[config.mk]
export PLATFORM = sky130hd
export DESIGN_NAME = pipe_hazard_unit
export DESIGN_NICKNAME = d
export VERILOG_FILES = /design/src/rtl/pipe_hazard_unit_pkg.sv /design/src/rtl/pipe_hazard_unit_sat_counter.sv /design/src/rtl/pipe_hazard_unit.sv
export SDC_FILE = /design/constraint.sdc
export NUM_CORES = 1
export LEC_CHECK = 0
export CAP_MARGIN = 20
export CORE_MARGIN = 3
export CORE_UTILIZATION = 45
export CTS_CLUSTER_DIAMETER = 120
export DETAILED_ROUTE_END_ITERATION = 12
export PLACE_DENSITY = 0.84
export SYNTH_ARGS = -nofsm -noshare
export SYNTH_HDL_FRONTEND = slang
export SYNTH_SLANG_ARGS = --single-unit
export TNS_END_PERCENT = 5
[constraint.sdc]
create_clock -name clk -period 5.6 [get_ports clk]
set_input_delay 0.84 -clock clk [delete_from_list [all_inputs] [get_ports clk]]
set_output_delay 0.84 -clock clk [all_outputs]
set_load 0.02 [all_outputs]
[src/rtl/pipe_hazard_unit_pkg.sv]
// Shared types for the pipeline hazard unit: forwarding select codes, the
// per-stage tracking slot and the register-match helper.
package pipe_hazard_unit_pkg;

  // Slot rd field is sized for the widest supported register file; narrower
  // REG_AW values are zero-extended into it.
  localparam int MAX_REG_AW = 8;

  localparam logic [1:0] FWD_RF    = 2'd0;
  localparam logic [1:0] FWD_EXMEM = 2'd1;
  localparam logic [1:0] FWD_MEMWB = 2'd2;

  localparam int SLOT_EX  = 0;
  localparam int SLOT_MEM = 1;
  localparam int SLOT_WB  = 2;
  localparam int N_SLOTS  = 3;

  typedef struct packed {
    logic                  valid;
    logic [MAX_REG_AW-1:0] rd;
    logic                  reg_write;
    logic                  is_load;
  } slot_t;

  // True when an in-flight writer produces the register an ID operand reads.
  function automatic logic slot_match(input slot_t s,
                                      input logic [MAX_REG_AW-1:0] r,
                                      input logic used,
                                      input logic id_valid);
    return s.valid && s.reg_write && (s.rd == r) && (r != '0) && used && id_valid;
  endfunction

endpackage

[src/rtl/pipe_hazard_unit_sat_counter.sv]
// Saturating event counter: counts cycles with inc high, holds at all-ones.
module hazard_sat_counter #(
  parameter int CNT_W = 16
) (
  input  logic             clk,
  input  logic             rst,
  input  logic             inc,
  output logic [CNT_W-1:0] o_cnt
);

  logic [CNT_W-1:0] r_cnt;

  always_ff @(posedge clk or posedge rst) begin
    if (rst) begin
      r_cnt <= '0;
    end else if (inc && (r_cnt != {CNT_W{1'b1}})) begin
      r_cnt <= r_cnt + CNT_W'(1);
    end
  end

  assign o_cnt = r_cnt;

endmodule

[src/rtl/pipe_hazard_unit.sv]
// Hazard/forwarding controller for a 5-stage pipeline: tracks EX/MEM/WB writers,
// drives stall/bubble/flush combinationally and registers EX forwarding selects.
module pipe_hazard_unit
  import pipe_hazard_unit_pkg::*;
#(
  parameter int REG_AW = 5,
  parameter int FWD_EN = 1,
  parameter int CNT_W  = 16
) (
  input  logic              clk,
  input  logic              rst,
  input  logic              id_valid,
  input  logic [REG_AW-1:0] id_rs,
  input  logic [REG_AW-1:0] id_rt,
  input  logic              id_use_rs,
  input  logic              id_use_rt,
  input  logic [REG_AW-1:0] id_rd,
  input  logic              id_reg_write,
  input  logic              id_is_load,
  input  logic              id_jump,
  input  logic              ex_br_taken,
  output logic              stall_if,
  output logic              bubble_ex,
  output logic              flush_if,
  output logic [1:0]        fwd_rs_sel,
  output logic [1:0]        fwd_rt_sel,
  output logic [CNT_W-1:0]  stall_cnt,
  output logic [CNT_W-1:0]  flush_cnt
);

  slot_t r_slot [N_SLOTS];
  logic [1:0] r_fwd_rs_sel;
  logic [1:0] r_fwd_rt_sel;

  logic [MAX_REG_AW-1:0] w_rs;
  logic [MAX_REG_AW-1:0] w_rt;
  slot_t w_id_slot;
  logic  w_ex_rs, w_ex_rt, w_mem_rs, w_mem_rt;
  logic  w_hazard;
  logic  w_stall, w_bubble, w_flush;

  assign w_rs = MAX_REG_AW'(id_rs);
  assign w_rt = MAX_REG_AW'(id_rt);

  always_comb begin
    w_id_slot           = '0;
    w_id_slot.valid     = id_valid;
    w_id_slot.rd        = MAX_REG_AW'(id_rd);
    w_id_slot.reg_write = id_reg_write;
    w_id_slot.is_load   = id_is_load;
  end

  assign w_ex_rs  = slot_match(r_slot[SLOT_EX],  w_rs, id_use_rs, id_valid);
  assign w_ex_rt  = slot_match(r_slot[SLOT_EX],  w_rt, id_use_rt, id_valid);
  assign w_mem_rs = slot_match(r_slot[SLOT_MEM], w_rs, id_use_rs, id_valid);
  assign w_mem_rt = slot_match(r_slot[SLOT_MEM], w_rt, id_use_rt, id_valid);

  // Without forwarding a reader must wait until the writer sits in WB, where
  // the register file's write-before-read makes the value visible.
  always_comb begin
    w_hazard = 1'b0;
    if (FWD_EN != 0) begin
      w_hazard = (w_ex_rs || w_ex_rt) && r_slot[SLOT_EX].is_load;
    end else begin
      w_hazard = w_ex_rs || w_ex_rt || w_mem_rs || w_mem_rt;
    end
  end

  // A taken branch wins over a stall: the stalled ID instruction is on the
  // wrong path anyway, so it is squashed rather than held.
  always_comb begin
    w_stall  = 1'b0;
    w_bubble = 1'b0;
    w_flush  = 1'b0;
    if (ex_br_taken) begin
      w_flush  = 1'b1;
      w_bubble = 1'b1;
    end else if (w_hazard) begin
      w_stall  = 1'b1;
      w_bubble = 1'b1;
    end else if (id_jump && id_valid) begin
      w_flush  = 1'b1;
    end
  end

  always_ff @(posedge clk or posedge rst) begin
    if (rst) begin
      for (int i = 0; i < N_SLOTS; i++) begin
        r_slot[i] <= '0;
      end
    end else begin
      r_slot[SLOT_WB]  <= r_slot[SLOT_MEM];
      r_slot[SLOT_MEM] <= r_slot[SLOT_EX];
      r_slot[SLOT_EX]  <= w_bubble ? '0 : w_id_slot;
    end
  end

  // Selects describe where the operand lives once ID has moved into EX: the
  // current EX writer will then be in MEM, the current MEM writer in WB.
  always_ff @(posedge clk or posedge rst) begin
    if (rst) begin
      r_fwd_rs_sel <= FWD_RF;
      r_fwd_rt_sel <= FWD_RF;
    end else if ((FWD_EN == 0) || w_bubble) begin
      r_fwd_rs_sel <= FWD_RF;
      r_fwd_rt_sel <= FWD_RF;
    end else begin
      r_fwd_rs_sel <= w_ex_rs ? FWD_EXMEM : (w_mem_rs ? FWD_MEMWB : FWD_RF);
      r_fwd_rt_sel <= w_ex_rt ? FWD_EXMEM : (w_mem_rt ? FWD_MEMWB : FWD_RF);
    end
  end

  hazard_sat_counter #(.CNT_W(CNT_W)) u_stall_cnt (
    .clk   (clk),
    .rst   (rst),
    .inc   (w_stall),
    .o_cnt (stall_cnt)
  );

  hazard_sat_counter #(.CNT_W(CNT_W)) u_flush_cnt (
    .clk   (clk),
    .rst   (rst),
    .inc   (w_flush),
    .o_cnt (flush_cnt)
  );

  assign stall_if   = w_stall;
  assign bubble_ex  = w_bubble;
  assign flush_if   = w_flush;
  assign fwd_rs_sel = r_fwd_rs_sel;
  assign fwd_rt_sel = r_fwd_rt_sel;

endmodule

After elaboration in Yosys (flattened, before gate mapping). Index checks and enable logic that the tools add are counted.

Bits in registers: 57. Bits of input ports: 24. Output and inout bits: 39. Word-level logic and storage cells: 57.

Add/sub/neg operators: 2. Equal/unequal tests: 6. Mux-type cells: 13. Reductions and logical operators: 25.

Operators with widths (count): $add A16 B1 Y16 const B (2); $eq A8 B5 Y1 (4); $ne A16 B16 Y1 const B (2); $logic_and A1 B1 Y1 (22); $reduce_bool A8 Y1 (2); $mux W2 (6); $mux W11 (1); $mux W1 (6); $logic_or A1 B1 Y1 (1).

Depth between registers and ports, before layout. Gate-level depths: netlist (run 1).

Depth in word-level cells: 10. Depth in mapped cells: 8. Gate-level depth less buffers: 8.

By module. Synthesis (run 1) repeated with hierarchy kept, for this count alone.

Cell total of the unflattened synthesis: 237. Area, all modules: 2605.0 sq um.

Modules (own cells, without submodules): hazard_sat_counter (times used 2, cells each 71, area an instance 805.8 sq um, sequential area each 400.4 sq um); pipe_hazard_unit (times used 1, cells each 95, area an instance 993.5 sq um, sequential area each 475.5 sq um).

Worst setup path after synthesis (run 1). No wires, ideal clock.

Kind: input -> output. Start point: input port id_rt[3]. End point: output port bubble_ex. Arrival: 2.125 ns. Data required time: 4.760 ns. Slack: 2.635 ns. Stages on the path: 6. Buffers on the path: 0. Path through: xnor2_1 nand4_1 or4_4 a21boi_2 nor2_2 inv_1.

Longest elaborated chain between the ends: 9. Elaborated cells between the ends (all ways): 10. Those cells by class: eq/ne: 1; mux: 2; reduce/logical: 7.

RTL lines: start, declared (RTL line pipe_hazard_unit.sv:14) `input logic [REG_AW-1:0] id_rt,`; $eq A8 B5 Y1 (RTL line pipe_hazard_unit_pkg.sv:30) `return s.valid && s.reg_write && (s.rd == r) && (r != '0) && used && id_valid;`; $logic_and A1 B1 Y1 (RTL line pipe_hazard_unit_pkg.sv:30); $logic_and A1 B1 Y1 (*) (3 in a row) (RTL line pipe_hazard_unit_pkg.sv:30); $logic_or A1 B1 Y1 (*); $logic_and A1 B1 Y1 (*) (RTL line pipe_hazard_unit.sv:63) `w_hazard = (w_ex_rs || w_ex_rt) && r_slot[SLOT_EX].is_load;`; $mux W1 (*) (RTL line pipe_hazard_unit.sv:78) `end else if (w_hazard) begin`; $mux W1 (*) (RTL line pipe_hazard_unit.sv:75) `if (ex_br_taken) begin`; end, declared (RTL line pipe_hazard_unit.sv:23) `output logic bubble_ex,`.

Every way passes the cells marked *; elsewhere a longest branch is shown, timed or not.

Final worst setup path (run 1).
Start point: input port id_rt[0]. End point: output port bubble_ex.

Same word-level chain as after synthesis.

==> results.yml, run 1 <==
cts:
  cts_hold_buffers: 0
  clk_latency_ns: 0.30
  htreeDepth: 2
  clkSinkCount: 51
  cts_inserted_buffers: 5
  cts_setup_buffers: 0
  cts_root_buf: "clkbuf_8"
  clk_pin_slew_worst_paths_ns: 0.09
  cts_resized: 0
  cts_tree: "built"
  cts_max_path_buffers: 2
setup_path:
  slowest_stage: "clkdlybuf4s50_1"
  arrival_ns: 3.50
  cpPeakStageDelay_ns: 0.62
  path_cells: "clkdlybuf4s50_1 -> xnor2_1 -> nand4_1 -> or4_4 -> a21boi_2 -> nor2_2 -> inv_1 -> clkdlybuf4s50_1"
  cp_common_cell: "clkdlybuf4s50_1"
  cp.required_ns: 4.76
  critPathKind: "in2out"
  critPathLaunchType: "primary input"
  crit_path_end_kind: "output port"
  path_max_fanout: 10
sta:
  setup_violations: 0
  hold-worst-slack_ns: 0.4008
  slew_viol_final: 0
  rsz0062_at_grt: "no"
  layout_setup_ws_ns: 1.259
  finalHoldViolCount: 0
  maxClockFrequency_mhz: 230.3
  finalSetupTns_ns: 0
  finalCritPeriodShare_pct: 77.53
  slew_headroom_pct: 60.29
  worst_clock_skew_ns: 0.01039
  tightest_slew_ns: 0.5911
  min_period_ns: 4.341
logic_synthesis:
  synthCells: 221
  syn_area_per_cell_um2: 11.24
  synthMuxAreaShare_pct: 1.360
  synth_edf_count: 0
  synth_top_family_by_area: "simple AND/OR/NAND/NOR gates"
  synth_xor_xnor_area_share_pct: 17.28
  synth-simple-area-share_pct: 21.76
  yosysWarnings: 0
  synth_top_area_share_pct: 51.39
  synth-compound-area-share_pct: 5.542
  syn_area_mm2: 0.002484
  synthFlopType: "dfrtp_1"
  netlist-cell-type-count: 39
  synth_area_leaders: "dfrtp_1 (51%), xnor2_1 (11%), xor2_1 (6.0%)"
  synth_nets: 247
  seq_area_frac_synth_pct: 51.39
  synth_fa_ha_area_share_pct: 1.008
  synth_top_area_cell: "dfrtp_1"
  ys_ff_latch: 51
  async_flop_share_pct: 100.0
power:
  switchingPower_w: 0.0002440
  power_frac_comb_pct: 21.9
  swShare_pct: 27.87
  power_frac_clock_pct: 28.2
  total_power_w: 0.0008757
  power_frac_seq_pct: 50.0
  p_per_area_mw_per_mm2: 265.1
  leakagePower_nw: 1.388
  power.internal_w: 0.0006317
  ir_drop_v: 0.0002525
finish:
  syn_to_final_growth_pct: 33.00
  num-fill-cells: 423
  layout_common_cells: "clkdlybuf4s50_1 (62), dfrtp_1 (51), xnor2_1 (32), nand2_1 (19), xor2_1 (17)"
  layout_commonest_cell: "clkdlybuf4s50_1"
  final_area_mm2: 0.003303
  multi_input_area_mm2: 0.001166
  seqCellArea_mm2: 0.001276
  n_antenna_cell: 0
  nets: 316
  drive_above_1_share_pct: 9.310
route:
  viasPerCell: 5.117
  wl_um: 5228
  drc: 0
  dr_wl_met3_um: 260
  dr_total_vias: 1842
  first_iter_violations: 73
  dr_wl_met2_um: 2603
  drtAntennaViolNets: 0
  wl_met1_um: 2312
  routedWlPerCell_um: 14.52
  top_layer: "met4"
  dr.pass1.iters: 4
place:
  gp_congestion: 0.9159
  hpwl_um: 3982
  io_buffers: 62
  dpl-instance-area_mm2: 0.003181
  pre_cts_slack_ns: 1.282
grt:
  grt_max_degree: 52
  grt_pass1_wl_um: 8928
  grt.total_usage_pct: 17.83
  grt_pass1_vias: 1915
  grt.overflow.total: 0
  antenna_found_initial: 0
floorplanning:
  initial_core_util_pct: 47.42
  die-area_mm2: 0.006446
  die_h_um: 80.29
  coreArea_mm2: 0.005238
  ios: 63
  rows: 26
  die_w_um: 80.29
flow_run:
  maxCapViolCount: 0
hold_path:
  hold_class: "reg2reg"
status:
  outcome: "finished, final reports clean"
-- metal layers --
layer / GRT usage [%] / up-vias
met1: 22.91 / 890
li1: - / 894
met4: 5.912 / 0
met5: 0 / -
met2: 28.97 / 50
met3: 4.933 / 8
-- power by group through the flow --
stage	registers (W)	clock network (W)	logic (W)
after floorplan	0.000468	0	0.0000724
after global placement	0.000443	0	0.000186
after detailed placement	0.000445	0	0.000191
after CTS	0.000438	0.000254	0.000192
after global routing	0.000444	0.000272	0.000207
final	0.000438	0.000247	0.000192
-- critical path: cells and delay by family --
family	cells	cell delay [ns]
and+or+nand+nor	3	0.86
AOI/OAI and AO/OA	1	0.28
xor gates and xnor gates	1	0.16
buffers and inverters	3	1.35
-- synth_stat cells, types with 2 or more instances --
master / count
dfrtp_1: 51
xnor2_1: 32
nand2_1: 19
xor2_1: 17
nand3_1: 14
nor2_1: 13
nand4_1: 12
and2_1: 9
inv_1: 8
and3_1: 6
nor3_1: 5
mux2_2: 3
or4_4: 3
ha_1: 2
nor3_2: 2
nor4b_1: 2
-- area by class of cell --
class,count,share of cell area (%)
flip-flops and latches,51,38.64
repair buffers,63,19.39
inverters,8,0.9091
clock inverters,1,0.9091
multi-input cells,161,35.30
well taps,70,2.652
clock buffers,6,2.197
-- flip-flops by register name, indices dropped and copies added (netlist names) --
name / count
fwd_rt_sel: 2
r_slot: 15
fwd_rs_sel: 2
u_stall_cnt.o_cnt: 16
u_flush_cnt.o_cnt: 16
-- through the flow --
stage | instances | util (%)
floorplan | 221 | -
finish | 360 | 63.07
CTS | 359 | 62.69
global placement | 352 | 60.73
detailed placement | 352 | 60.73
global route | 360 | 63.07
-- cells by family after synthesis --
logic type                 Yosys count
AOI/OAI and AO/OA                   12
xor gates and xnor gates            49
adders and majority gates            2
buffers and inverters                9
DFF                                 51
muxes                                3
and+or+nand+nor                     95
-- worst paths after layout --
| path | startpoint | to | slack (ns) | depth (start not counted) |
|---|---|---|---|---|
| worst max register to register | r_slot[25] | u_stall_cnt.o_cnt[1] | 3.18 | 6 |
| worst min-delay path | r_slot[32] | r_slot[21] | 0.40 | 0 |
| min in group asynchronous | rst | u_flush_cnt.o_cnt[5] | 0.82 | 2 |
| worst min register to register | r_slot[32] | r_slot[21] | 0.40 | 0 |
| max in group asynchronous | rst | r_slot[13] | 4.27 | 3 |
| worst max-delay path | id_rt[0] | bubble_ex | 1.26 | 8 |
(Power assumes the default switching activity.)
==> run 2, diff against run 1 <==
CORE_UTILIZATION = 44   (was 45)
PLACE_DENSITY = 0.86   (was 0.84)
clock period = 3.8 ns   (was 5.6 ns; I/O delays follow)
==> run 2 against run 1 <==
Compared with the run above: worst setup slack lost 1.0 ns; cell count grew 1.1%; critical path type unchanged; routed wire length grew 0.69%; via count shrank 0.16%; sequential share of layout area shrank 0.43 points; clock power grew 57%; flip-flop and latch count is the same; first-iteration DRC count shrank 12%.
==> results.yml, run 2 (synthesized netlist as in run 1, its figures left out) <==
route:
  drtAntennaViolNets: 0
  dr.pass1.iters: 4
  first_iter_violations: 64
  routedWlPerCell_um: 14.46
  drc: 0
  viasPerCell: 5.052
  wl_um: 5264
  dr_total_vias: 1839
cts:
  cts_max_path_buffers: 2
  clk_latency_ns: 0.30
  cts_resized: 0
  cts_tree: "built"
  cts_root_buf: "clkbuf_8"
  cts_setup_buffers: 0
  clk_pin_slew_worst_paths_ns: 0.09
  cts_inserted_buffers: 5
  clkSinkCount: 51
  cts_hold_buffers: 0
  htreeDepth: 2
sta:
  slew_viol_final: 0
  rsz0062_at_grt: "no"
  worst_clock_skew_ns: 0.006482
  min_period_ns: 3.586
  slew_headroom_pct: 64.16
  finalCritPeriodShare_pct: 94.36
  hold-worst-slack_ns: 0.4234
  finalSetupTns_ns: 0
  maxClockFrequency_mhz: 278.9
  tightest_slew_ns: 0.5335
  finalHoldViolCount: 0
  setup_violations: 0
power:
  p_per_area_mw_per_mm2: 393.4
  ir_drop_v: 0.0003529
  leakagePower_nw: 1.413
  total_power_w: 0.001314
finish:
  multi_input_area_mm2: 0.001166
  final_area_mm2: 0.003341
  syn_to_final_growth_pct: 34.51
  drive_above_1_share_pct: 10.88
  layout_commonest_cell: "clkdlybuf4s50_1"
  num-fill-cells: 424
  layout_common_cells: "clkdlybuf4s50_1 (62), dfrtp_1 (51), xnor2_1 (32), nand2_1 (19), xor2_1 (17)"
  seqCellArea_mm2: 0.001276
  n_antenna_cell: 0
  nets: 319
setup_path:
  cp_num_buf_inv: 3
  slowest_stage: "clkdlybuf4s50_1"
  path_cells: "clkdlybuf4s50_1 -> nor3_1 -> a21o_1 -> or4_4 -> a21boi_2 -> nor2_2 -> inv_1 -> clkdlybuf4s50_1"
  reg2regPathDepth: 6
  rr_endpoint: "u_stall_cnt.o_cnt[1]"
  r2r_slack_ns: 1.39
  critPathKind: "in2out"
  critPathLaunchType: "primary input"
  path_delay_family: "buffers and inverters"
  crit_path_end_kind: "output port"
  cp.required_ns: 3.23
  arrival_ns: 3.02
  cp_common_cell: "clkdlybuf4s50_1"
  reg2reg_from: "r_slot[25]"
  cpPeakStageDelay_ns: 0.61
  path_max_fanout: 4
floorplanning:
  die_h_um: 81.13
  initial_core_util_pct: 47.13
  rows: 26
  coreArea_mm2: 0.005270
  die-area_mm2: 0.006582
  ios: 63
  die_w_um: 81.13
grt:
  grt.total_usage_pct: 17.76
  antenna_found_initial: 0
  grt.overflow.total: 0
  grt_pass1_vias: 1911
  grt_max_degree: 52
  grt_pass1_wl_um: 8873
place:
  io_buffers: 62
  hpwl_um: 4119
  gp_congestion: 0.8123
  dpl-instance-area_mm2: 0.003203
status:
  outcome: "finished, final reports clean"
hold_path:
  hold_class: "reg2reg"
  hold_start: "r_slot[32]"
  worstHoldEndpoint: "r_slot[21]"
  worstHoldPathCells: 0
flow_run:
  maxCapViolCount: 0
==> run 2: cell count changes in the layout (fill, tap and decap cells not counted), sizes merged <==
cell / previous run / this run
buf: 1 / 4
clkinv: 0 / 1
==> run 2: layer usage <==
metal	up-vias	track usage, %	share of wire, %
li1	900	-	-
met1	894	21.73	43
met2	40	30.79	51
met3	5	4.324	3.9
met4	0	5.574	1.3
met5	-	0	0
==> run 2: cell type report <==
class                      count  area share [%]
timing repair buffer          66           19.85
tap                           70           2.622
inverter                       8          0.8989
multi-input combinational    161           34.91
sequential                    51           38.20
clock buffer                   6           2.472
clock inverter                 2           1.049
==> run 2: how the worst max path moves through the flow <==
stage          cells after the start     start   endpoint  slack [ns]
2_1_floorplan                      6  id_rt[3]  bubble_ex        1.37
3_3_place_gp                       8  id_rt[3]  bubble_ex        0.27
3_5_place_dp                       8  id_rt[4]  bubble_ex        0.21
4_1_cts                            8  id_rs[0]  bubble_ex        0.20
5_1_grt                            8  id_rt[4]  bubble_ex        0.07
6_report                           8  id_rs[0]  bubble_ex        0.21
==> run 2: power by group <==
part           leakage (nW)  internal [W]  switching, W
combinational         0.681      0.000151      0.000131
sequential            0.670      0.000589     0.0000550
clock                0.0612      0.000213      0.000176
==> run 2: worst register-to-register path, stage by stage (launching register included) <==
cell,delay (ns)
dfrtp_1,0.44
xor2_1,0.19
or3_1,0.35
o32a_2,0.35
nor2_4,0.18
o31a_1,0.41
mux2_2,0.38
==> run 2: metrics by stage <==
stage	setup slack (ns)	util (%)	instances
after floorplan	1.375	-	221
after global placement	0.2683	60.78	355
after detailed placement	0.2115	60.78	355
after CTS	0.2026	63.01	363
after global routing	0.07296	63.39	364
final	0.2142	63.39	364
==> run 3, diff against run 2 <==
RECOVER_POWER = 50   (was unset)
==> run 3 against run 2 <==
Compared with the run above: the flow now finishes with violations (max-capacitance violations, max-slew violations); critical path depth unchanged; flip-flop and latch count unchanged; register-to-register slack about the same; clock skew unchanged; core utilization down 0.31 points; cell count unchanged; via count unchanged; critical endpoint unchanged.
==> results.yml, run 3 (synthesized netlist as in run 1, its figures left out) <==
status:
  outcome: "finished, violations left"
  violations: "max-capacitance violations, max-slew violations"
route:
  routedWlPerCell_um: 14.46
  drc: 0
  drtAntennaViolNets: 0
  wl_met1_um: 2292
  first_iter_violations: 65
  viasPerCell: 5.052
  dr_wl_met2_um: 2699
  dr_wl_met3_um: 203
  dr_total_vias: 1839
  top_layer: "met4"
  dr.pass1.iters: 4
  wl_um: 5263
power:
  p_per_area_mw_per_mm2: 394.2
  ir_drop_v: 0.0003529
  leakagePower_nw: 1.442
grt:
  grt.overflow.total: 0
  grt_max_degree: 52
  grt.total_usage_pct: 17.76
  antenna_found_initial: 0
  grt_pass1_vias: 1911
  grt_pass1_wl_um: 8873
place:
  pre_cts_slack_ns: 0.2115
  hpwl_um: 4119
  gp_congestion: 0.8123
  io_buffers: 62
setup_path:
  rr_endpoint: "u_stall_cnt.o_cnt[1]"
  crit_path_end_kind: "output port"
  arrival_ns: 3.02
  cp.required_ns: 3.23
  r2r_slack_ns: 1.39
  reg2regPathDepth: 6
  critPathLaunchType: "primary input"
  critPathKind: "in2out"
  reg2reg_from: "r_slot[25]"
  path_max_fanout: 4
floorplanning:
  ios: 63
  initial_core_util_pct: 47.13
  die_h_um: 81.13
  coreArea_mm2: 0.005270
  die_w_um: 81.13
  rows: 26
  die-area_mm2: 0.006582
cts:
  cts_root_buf: "clkbuf_8"
  clk_pin_slew_worst_paths_ns: 0.09
  cts_tree: "built"
  cts_max_path_buffers: 2
  cts_setup_buffers: 0
  clk_latency_ns: 0.30
  cts_resized: 0
  cts_hold_buffers: 0
  cts_inserted_buffers: 5
  htreeDepth: 2
  clkSinkCount: 51
sta:
  slew_viol_final: 45
  min_period_ns: 3.586
  layout_setup_ws_ns: 0.2142
  setup_violations: 0
  slew_headroom_pct: -50.47
  finalHoldViolCount: 0
  maxClockFrequency_mhz: 278.9
  tightest_slew_ns: 2.257
  finalSetupTns_ns: 0
  rsz0062_at_grt: "no"
  finalCritPeriodShare_pct: 94.36
  worst_clock_skew_ns: 0.006482
finish:
  layout_commonest_cell: "dfrtp_1"
  num-fill-cells: 427
  syn_to_final_growth_pct: 33.85
  n_antenna_cell: 0
  drive_above_1_share_pct: 10.20
  layout_common_cells: "dfrtp_1 (51), clkdlybuf4s50_1 (49), xnor2_1 (32), nand2_1 (19), xor2_1 (17)"
  nets: 319
flow_run:
  maxCapViolCount: 1
hold_path:
  hold_start: "r_slot[32]"
  worstHoldEndpoint: "r_slot[21]"
  hold_class: "reg2reg"
  worstHoldPathCells: 0
run 3: cell types whose count changed in the layout (fill, tap and decap cells not counted):
cell | previous run | this run
inv_1 | 7 | 8
clkbuf_1 | 0 | 1
inv_2 | 1 | 0
dlygate4sd3_1 | 0 | 13
buf_12 | 1 | 0
clkdlybuf4s50_1 | 62 | 49
run 3: per-layer routing:
layer  vias up  GRT usage, %
li1        900             -
met1       894         21.73
met2        40         30.79
met3         5         4.324
met4         0         5.574
met5         -             0
run 3: worst max-delay path by stage:
stage,end,depth (start not counted),start,slack [ns]
2_1_floorplan,bubble_ex,6,id_rt[3],1.37
3_3_place_gp,bubble_ex,8,id_rt[3],0.27
3_5_place_dp,bubble_ex,8,id_rt[4],0.21
4_1_cts,bubble_ex,8,id_rs[0],0.20
5_1_grt,bubble_ex,8,id_rt[4],0.07
6_report,bubble_ex,8,id_rs[0],0.21
run 3: per-stage QoR:
step	area, um2	utilization [%]	std cells	hold WS, ns	total power, W
2_1_floorplan	2484	-	221	0.3743	0.0007967
3_3_place_gp	3203	60.78	355	0.3867	0.0009293
3_5_place_dp	3203	60.78	355	0.3939	0.0009368
4_1_cts	3321	63.01	363	0.4245	0.001329
5_1_grt	3324	63.08	364	0.4326	0.001379
6_report	3324	63.08	364	0.4234	0.001310
run 3: layout make-up:
type,count,area [um2],share of cell area (%)
Clock inverter,2,35.03,1.054
Inverter,8,30.03,0.9033
Sequential cell,51,1276,38.39
Multi-Input combinational cell,161,1166,35.08
Timing Repair Buffer,66,646.9,19.46
Clock buffer,6,82.58,2.484
Tap cell,70,87.58,2.635
run 3: power breakdown:
group | internal [W] | total, W | switching [W]
sequential | 0.000589 | 0.000643 | 0.0000549
combinational | 0.000148 | 0.000278 | 0.000130
clock | 0.000213 | 0.000389 | 0.000176
total | 0.000949 | 0.00131 | 0.000361
run 3: worst max-delay path, stage by stage:
cell             delay (ns)
clkdlybuf4s50_1        0.54
nor3_1                 0.10
a21o_1                 0.20
or4_4                  0.56
a21boi_2               0.28
nor2_2                 0.06
inv_1                  0.09
clkdlybuf4s50_1        0.61
